File: src/rtl/fetch_queue.sv
// Instruction fetch queue: word fetches into a DEPTH-entry {insn, pc} buffer; first inst_valid 2 cycles after first grant.
// Backpressure: imem_req withheld while count+inflight reaches DEPTH; define FETCH_MISALIGN_CHK_EN for the misaligned-redirect fault.

module fetch_queue_fifo #(
  parameter int DEPTH = 4,
  parameter int WIDTH = 64
) (
  input  logic                   clk,
  input  logic                   reset,
  input  logic                   i_flush,
  input  logic                   i_push,
  input  logic [WIDTH-1:0]       i_dat,
  input  logic                   i_pop,
  output logic [WIDTH-1:0]       o_dat,
  output logic [$clog2(DEPTH):0] o_count
);
  localparam int PW = $clog2(DEPTH);

  logic [WIDTH-1:0] r_mem [DEPTH];
  logic [PW-1:0]    r_rd_ptr;
  logic [PW-1:0]    r_wr_ptr;
  logic [PW:0]      r_count;
  logic             w_full;
  logic             w_pop;
  logic             w_push;

  assign w_full  = (r_count == (PW+1)'(DEPTH));
  assign w_pop   = i_pop && (r_count != '0);
  // A pop in the same cycle frees the slot, so push is legal even when full.
  assign w_push  = i_push && (!w_full || w_pop);
  assign o_dat   = r_mem[r_rd_ptr];
  assign o_count = r_count;

  always_ff @(posedge clk or posedge reset) begin
    if (reset) begin
      r_rd_ptr <= '0;
      r_wr_ptr <= '0;
      r_count  <= '0;
    end else if (i_flush) begin
      r_rd_ptr <= '0;
      r_wr_ptr <= '0;
      r_count  <= '0;
    end else begin
      if (w_push) r_wr_ptr <= r_wr_ptr + PW'(1);
      if (w_pop)  r_rd_ptr <= r_rd_ptr + PW'(1);
      if (w_push && !w_pop)      r_count <= r_count + (PW+1)'(1);
      else if (w_pop && !w_push) r_count <= r_count - (PW+1)'(1);
    end
  end

  always_ff @(posedge clk) begin
    if (w_push && !i_flush) r_mem[r_wr_ptr] <= i_dat;
  end
endmodule

module fetch_queue #(
  parameter int          DEPTH    = 4,
  parameter logic [31:0] RESET_PC = 32'h0000_0000
) (
  input  logic        clk,
  input  logic        reset,
  output logic        imem_req,
  output logic [31:0] imem_addr,
  input  logic        imem_gnt,
  input  logic        imem_rvalid,
  input  logic [31:0] imem_rdata,
  input  logic        redirect_valid,
  input  logic [31:0] redirect_pc,
  output logic        inst_valid,
  input  logic        inst_ready,
  output logic [31:0] inst_data,
  output logic [31:0] inst_pc,
  output logic        fetch_fault
);
  localparam int CW = $clog2(DEPTH) + 1;

  typedef struct packed {
    logic [31:0] pc;
    logic [31:0] insn;
  } fq_entry_t;

  logic [31:0] r_pc;
  logic [31:0] r_inflight_pc;
  logic        r_inflight;
  logic        r_discard;
  logic [CW-1:0] w_count;
  logic [CW:0]   w_occupancy;
  logic        w_accept;
  logic        w_enq;
  logic        w_deq;
  logic [31:0] w_redirect_target;
  fq_entry_t   w_enq_entry;
  fq_entry_t   w_head_entry;

`ifdef FETCH_MISALIGN_CHK_EN
  logic r_fault;
  logic w_redirect_bad;

  assign w_redirect_bad    = redirect_valid && (redirect_pc[1:0] != 2'b00);
  assign w_redirect_target = redirect_pc;
  assign fetch_fault       = r_fault;

  always_ff @(posedge clk or posedge reset) begin
    if (reset)               r_fault <= 1'b0;
    else if (w_redirect_bad) r_fault <= 1'b1;
  end
`else
  assign w_redirect_target = redirect_pc & 32'hFFFF_FFFC;
  assign fetch_fault       = 1'b0;
`endif

  // Reserve a slot for the outstanding response so it can always be enqueued.
  assign w_occupancy = {1'b0, w_count} + {{CW{1'b0}}, r_inflight};
  assign imem_req    = !reset && !redirect_valid && !fetch_fault &&
                       (w_occupancy < (CW+1)'(DEPTH));
  assign imem_addr   = r_pc;
  assign w_accept    = imem_req && imem_gnt;

  assign w_enq = imem_rvalid && r_inflight && !r_discard && !redirect_valid && !fetch_fault;
  assign w_deq = inst_valid && inst_ready;

  assign w_enq_entry.pc   = r_inflight_pc;
  assign w_enq_entry.insn = imem_rdata;

  assign inst_valid = (w_count != '0);
  assign inst_data  = w_head_entry.insn;
  assign inst_pc    = w_head_entry.pc;

  always_ff @(posedge clk or posedge reset) begin
    if (reset) begin
      r_pc          <= RESET_PC;
      r_inflight    <= 1'b0;
      r_inflight_pc <= '0;
      r_discard     <= 1'b0;
    end else begin
      if (redirect_valid) r_pc <= w_redirect_target;
      else if (w_accept)  r_pc <= r_pc + 32'd4;

      if (w_accept) begin
        r_inflight    <= 1'b1;
        r_inflight_pc <= r_pc;
        r_discard     <= 1'b0;
      end else if (imem_rvalid) begin
        r_inflight <= 1'b0;
        r_discard  <= 1'b0;
      end else if (redirect_valid && r_inflight) begin
        r_discard <= 1'b1;
      end
    end
  end

  fetch_queue_fifo #(
    .DEPTH (DEPTH),
    .WIDTH ($bits(fq_entry_t))
  ) u_buf (
    .clk     (clk),
    .reset   (reset),
    .i_flush (redirect_valid),
    .i_push  (w_enq),
    .i_dat   (w_enq_entry),
    .i_pop   (w_deq),
    .o_dat   (w_head_entry),
    .o_count (w_count)
  );
endmodule

File: config.mk
export PLATFORM = sky130hd
export DESIGN_NAME = fetch_queue
export DESIGN_NICKNAME = d
export VERILOG_FILES = /design/src/rtl/fetch_queue.sv
export SDC_FILE = /design/constraint.sdc
export NUM_CORES = 1
export LEC_CHECK = 0
export ABC_AREA = 1
export CAP_MARGIN = 40
export CORE_MARGIN = 3
export CORE_UTILIZATION = 38
export DETAILED_ROUTE_END_ITERATION = 8
export GPL_TIMING_DRIVEN = 0
export HOLD_SLACK_MARGIN = 0.05
export PLACE_DENSITY_LB_ADDON = 0.2
export SLEW_MARGIN = 20
export SYNTH_ARGS = -nofsm -noshare
export SYNTH_HDL_FRONTEND = slang
export SYNTH_SLANG_ARGS = --single-unit
File: constraint.sdc
create_clock -name clk -period 3.59 [get_ports clk]
set_input_delay 0.718 -clock clk [delete_from_list [all_inputs] [get_ports clk]]
set_output_delay 0.718 -clock clk [all_outputs]
set_load 0.02 [all_outputs]
Word level (Yosys, flattened, before mapping)
Memories as Yosys holds them, arrays and structs flattened.
Index checks and enable logic that the tools add are counted.
Word-level totals
  logic and storage cells: 59
  output and inout bits: 99
  memories kept: 1
  RAM bits: 256
  register bits after elaboration: 73
  input bits: 70
Memory list
  u_buf.r_mem: depth 4, width 64, rd ports 1, clocked after Yosys merged registers in 0, wr ports 1, RTL line 19  | logic [WIDTH-1:0] r_mem [DEPTH];
Operators by class
  reduce and logical (&&, ||, !) cells: 27
  $lt $le $gt $ge: 1
  mux-type cells: 16
  equal/unequal tests: 1
  add/sub/neg operators: 6
Operator list (count)
  $mux W32: 2
  $add A32 B3 Y32 const B: 1
  $logic_and A1 B1 Y1: 13
  $mux W3: 3
  $reduce_bool A3 Y1: 3
  $mux W2: 4
  $reduce_bool A2 Y1: 4
  $mux W1: 7
  $logic_not A1 Y1: 6
  $add A2 B1 Y2 const B: 2
  $add A3 B1 Y4: 1
  $lt A4 B3 Y1 const B: 1
  $add A3 B1 Y3 const B: 1
  $eq A3 B3 Y1 const B: 1
  $sub A3 B1 Y3 const B: 1
  $logic_or A1 B1 Y1: 1

Longest topological paths before layout
Gate-level depths: netlist (run 1).
  depth in word-level cells: 10
  depth in mapped cells: 11
  mapped depth without buffers: 10

Hierarchy
Synthesis (run 1) repeated with hierarchy kept, for this count alone.
Unflattened totals
  cells, all modules: 1177
  area total of the unflattened synthesis: 13470.4 µm²
By module, submodules not included
  fetch_queue_fifo: cells each 686, sequential area each 7862.5 µm², instances 1, area each 10003.3 µm²
  fetch_queue: cells each 491, sequential area each 1551.5 µm², instances 1, area each 3467.1 µm²

Least setup slack after synthesis (run 1)
Ideal clock, no wire load.
  kind: input to register
  from: in redirect_valid
  to: mem u_buf.r_mem[0][0], enable pin
  data required time: 3108 ps
  stages: 6
  arrival: 3790 ps
  buffers on the path: 1
  setup slack: -682 ps
  setup time: 482 ps
  cells stage by stage: buf_6 clkinv_4 nand2_1 nor2_4 o21ai_2 nor2_1
Between the ends
  word-level cells in the longest chain between the ends: 6
Ends and longest elaborated chain
  from (decl): RTL line 67  | input logic redirect_valid,
  $logic_not A1 Y1 *: RTL line 52, 119
  $logic_and A1 B1 Y1: RTL line 119  | assign w_enq = imem_rvalid && r_inflight && !r_discard && !redirect_valid && !fetch_fault;
  $logic_and A1 B1 Y1: RTL line 30  | assign w_push = i_push && (!w_full || w_pop);
  $logic_and A1 B1 Y1 *: RTL line 52  | if (w_push && !i_flush) r_mem[r_wr_ptr] <= i_dat;
  $mux W1 *: RTL line 52
  $mux W1 (implied by the code) *: RTL line 52
  to (decl): RTL line 19
Mark *: on every way between the ends. The rest lies on a longest branch, timed or not.

Worst setup path after layout (run 1)
  from: reg u_buf.r_rd_ptr[0]
  to: out inst_pc[23]
Between the ends
  word-level cells in the longest chain between the ends: 1
Ends and longest elaborated chain
  from (decl): RTL line 20  | logic [PW-1:0] r_rd_ptr;
  from (signal assigned): RTL line 45  | if (w_pop) r_rd_ptr <= r_rd_ptr + PW'(1);
  $mem_v2 Z4 W64
  to (decl): RTL line 72  | output logic [31:0] inst_pc,
No other way between the ends.

==> results.py, run 1 <==
metrics = {
    "global_routing": {
        "grt_pass1_vias": 9205,
        "grt_antenna_before_repair": 0,
        "globalRouteTotalUtil": 0.1879,
        "grt.overflow.total": 0,
        "pin_count_of_the_biggest_net_entering_global_routing": 40,
        "grt_first_pass_wirelength_um": 53050,
    },
    "cts": {
        "ctsRootBufferMaster": "clkbuf_16",
        "cts.hold.buffers_added": 0,
        "ctsHtreeMaxLevel": 2,
        "tritoncts.num_buffers": 34,
        "cts.reportedPaths.clkPinSlew_ns": 0.06,
        "clock_sink_count": 317,
        "cts_max_path_buffers": 3,
        "later_pin_clock_latency_in_the_skew_report_ns": 0.52,
        "cts_tree": "yes",
    },
    "synth": {
        "synth_top_cell_area_share": 0.5704,
        "yosysUniqueCellTypes": 31,
        "synth_largest_area_cell": "edfxtp_1",
        "synth.yosys.warnings": 0,
        "proportion_of_synthesized_chip_area_in_sequential_cells": 0.7026,
        "ys_seq_elements": 317,
        "yosys-top-cells-area": "edfxtp_1 (57%), dfrtp_1 (13%), nand2_1 (6.7%), o21ai_0 (5.7%), nor2_1 (4.9%)",
        "post_synth_instance_area_mm2": 0.01306,
        "syn_inst": 1162,
        "avgSynthCellArea_um2": 11.24,
    },
    "floorplan": {
        "fp.coreArea_mm2": 0.03370,
        "initial_core_util": 0.3874,
        "die_height_um": 191.4,
        "rows": 67,
        "die_width_um": 191.4,
        "io-pin-count": 169,
        "design.die.area_mm2": 0.03662,
    },
    "place": {
        "place.detailed.hpwl_um": 23610,
        "port_bufs": 160,
        "placed_area_mm2": 0.01559,
        "place_worst_setup_slack_ns": 0.3718,
        "place.gp.congestion": 0.8877,
    },
    "power_and_ir_drop": {
        "static-leakage-power_nw": 6.254,
        "irDropWorstVdd_mv": 0.3216,
        "totalPowerFinal_w": 0.01096,
        "pwr_density_cell_mw_per_mm2": 654.6,
    },
    "critical_path": {
        "timing.critical_path.mode_cell": "buf_4",
        "critical_path.reg2reg.endpoint": "imem_addr[16]",
        "worst_r2r_path_depth": 7,
        "crit_fanout": 10,
        "critPathTopFamily": "buffers and inverters",
        "cp.arrival_ns": 2.73,
        "crit_chain": "buf_2 > clkinvlp_4 > buf_4 > buf_4 > nor2_1 > o22ai_1 > clkdlybuf4s50_1",
        "regToRegSetupSlack_ns": 1.43,
        "worst_stage_delay_on_the_critical_path_ns": 0.67,
        "crit_path_top_delay_cell": "clkdlybuf4s50_1",
        "cp.required_ns": 2.87,
        "cp_num_buf_inv": 5,
        "setup.worst_path.start_class": "flip-flop",
        "cp-end-kind": "primary output",
        "setup.worst_path.class": "flip-flop to primary output",
        "critical_path.reg2reg.startpoint": "imem_addr[2]",
    },
    "finish": {
        "layout.nets": 1451,
        "final_util": 0.4968,
        "final_layout_size_suffix_gt1_frac": 0.09279,
        "finish.instance_area_mm2": 0.01674,
        "syn2layout_area_growth_pct": 28.22,
        "antenna_cells_inserted": 0,
    },
    "hold_path": {
        "hp-class": "flip-flop to flip-flop",
        "worstHoldPathCells": 0,
        "worstHoldEndpoint": "u_buf.r_mem[2][42]",
        "hold_path_startpoint": "r_inflight_pc[10]",
    },
    "status": {
        "outcome": "finished, final reports clean",
    },
    "drt": {
        "drt_first_pass_iters": 7,
        "num_vias": 9312,
        "routed_wirelength_um": 34240,
        "drt_drc_violations_left": 0,
        "detail-route-antenna-nets": 0,
        "wire_per_inst_um": 18.52,
        "detailedRoute.firstIterationViolations": 740,
        "avgViaCountPerCell": 5.036,
    },
    "timing": {
        "highest_clock_frequency_the_design_can_meet_mhz": 290.2,
        "skew_ns": 0.01979,
        "grt_setup_unrepaired": "no",
        "hold_viol_final": 0,
        "post-route-period-util": 0.9597,
        "slew-limit-headroom": 0.5843,
        "worst_slew_pin_slew_ns": 0.6221,
        "setup_ws_ns": 0.1446,
        "final_period_minus_worst_setup_slack_ns": 3.445,
        "setup_violations": 0,
        "final_max_slew_viol_count": 0,
        "setup_total_negative_slack_ns": 0,
    },
    "job": {
        "max_cap_viol_count": 0,
    },
}
## what timing repair did
item,4_1_cts,5_1_grt
resized for setup,19,26
setup buffers,0,0
setup endpoints to repair,35,42
## power by group
group / internal, W / switching (W) / leakage, nW
Sequential: 0.00439 / 0.000332 / 3.11
Combinational: 0.00108 / 0.00172 / 2.60
Clock: 0.00202 / 0.00142 / 0.540
Total: 0.00749 / 0.00347 / 6.25
## worst max-delay path by stage
| stage | startpoint | depth (start not counted) | end |
|---|---|---|---|
| after floorplan | redirect_valid | 6 | u_buf.r_mem[0][0] |
| after global placement | imem_rvalid | 5 | u_buf.r_mem[0][27] |
| after detailed placement | u_buf.r_rd_ptr[0] | 6 | inst_pc[18] |
| after CTS | u_buf.r_rd_ptr[1] | 6 | inst_data[25] |
| after global routing | u_buf.r_rd_ptr[1] | 6 | inst_pc[15] |
| final | u_buf.r_rd_ptr[0] | 7 | inst_pc[23] |
## per-layer routing
metal,part of all wire,global-route usage,vias to the layer above
met5,0,0,-
met3,0.058,0.03649,43
met2,0.47,0.3017,265
met4,0.018,0.04262,0
li1,-,-,4482
met1,0.46,0.2660,4522
## area by class of cell
type | count | area [um2]
timing repair buffer | 173 | 1934
clock inverter | 21 | 206.4
fill | 3073 | 16960
tap | 448 | 560.5
sequential | 317 | 9174
multi-input combinational | 723 | 3363
inverter | 65 | 255.2
buffer | 61 | 349.1
clock buffer | 41 | 898.4
## kinds of logic after synthesis
kind of cell / synth area share
other cells: 0.0002872
compound gates: 0.1025
buf+inv: 0.04322
xor+xnor: 0.004696
simple gates: 0.1403
fa+ha+maj: 0.006325
flops: 0.7026
## sequential cells by signal, summed over array words and instances, names as in the netlist
register	count
r_inflight_pc	30
u_buf.r_mem	248
u_buf.r_rd_ptr	2
r_discard	1
u_buf.o_count	3
imem_addr	30
u_buf.r_wr_ptr	2
r_inflight	1
## cells in the mapped netlist, drive strengths merged
cell type and count:
edfxtp 248, nand2 236, nor2 176, o21ai 171, dfrtp 69, o22ai 63, inv 62, nand3 40
clkbuf 36, buf 25, o211ai 8, xor2 7, a21oi 5, ha 5, clkinv 3, nand4 3
and2 1, conb 1, fa 1, nor3 1, or2 1
## placed cells by master (no fill, tap or decap), types with 2 or more instances in the layout
| cell type | Yosys | layout |
|---|---|---|
| edfxtp_1 | 248 | 248 |
| nand2_1 | 234 | 234 |
| nor2_1 | 169 | 165 |
| o21ai_0 | 149 | 149 |
| clkdlybuf4s50_1 | 0 | 146 |
| dfrtp_1 | 69 | 69 |
| o22ai_1 | 63 | 63 |
| inv_1 | 60 | 59 |
| nand3_1 | 38 | 38 |
| clkbuf_16 | 0 | 35 |
| clkbuf_1 | 36 | 25 |
| o21ai_1 | 21 | 21 |
| clkbuf_2 | 0 | 17 |
| buf_4 | 12 | 14 |
| clkinv_2 | 0 | 9 |
| buf_16 | 0 | 9 |
| o211ai_1 | 8 | 8 |
| dlygate4sd2_1 | 0 | 8 |
| xor2_1 | 7 | 7 |
| nor2_2 | 6 | 6 |
| dlymetal6s2s_1 | 0 | 6 |
| clkinv_1 | 2 | 5 |
| a21oi_1 | 5 | 5 |
| nor2_4 | 1 | 5 |
| ha_1 | 5 | 5 |
| conb_1 | 1 | 5 |
| buf_2 | 9 | 4 |
| buf_6 | 4 | 4 |
| buf_12 | 0 | 4 |
| clkbuf_4 | 0 | 3 |
| nand4_1 | 3 | 3 |
| clkinvlp_4 | 0 | 3 |
| bufinv_16 | 0 | 3 |
| clkinv_4 | 1 | 2 |
| nand3_2 | 2 | 2 |
| inv_2 | 2 | 2 |
| nand2_2 | 2 | 2 |
| clkinv_8 | 0 | 2 |
## through the flow
step	hold slack, ns	std cells
2_1_floorplan	0.4763	1166
5_1_grt	0.5390	1849
4_1_cts	0.5138	1849
6_report	0.5182	1849
3_5_place_dp	0.5082	1787
3_3_place_gp	0.5029	1774
(Power assumes the default switching activity.)
==> run 2: changes to the inputs <==
--- a/config.mk
+++ b/config.mk
@@ -11,7 +11,6 @@
 export CORE_UTILIZATION = 38
 export DETAILED_ROUTE_END_ITERATION = 8
 export GPL_TIMING_DRIVEN = 0
-export HOLD_SLACK_MARGIN = 0.05
 export PLACE_DENSITY_LB_ADDON = 0.2
 export SLEW_MARGIN = 20
 export SYNTH_ARGS = -nofsm -noshare
==> results of run 2 <==
No change in the layout: final DEF, timing and power equal those of run 1.
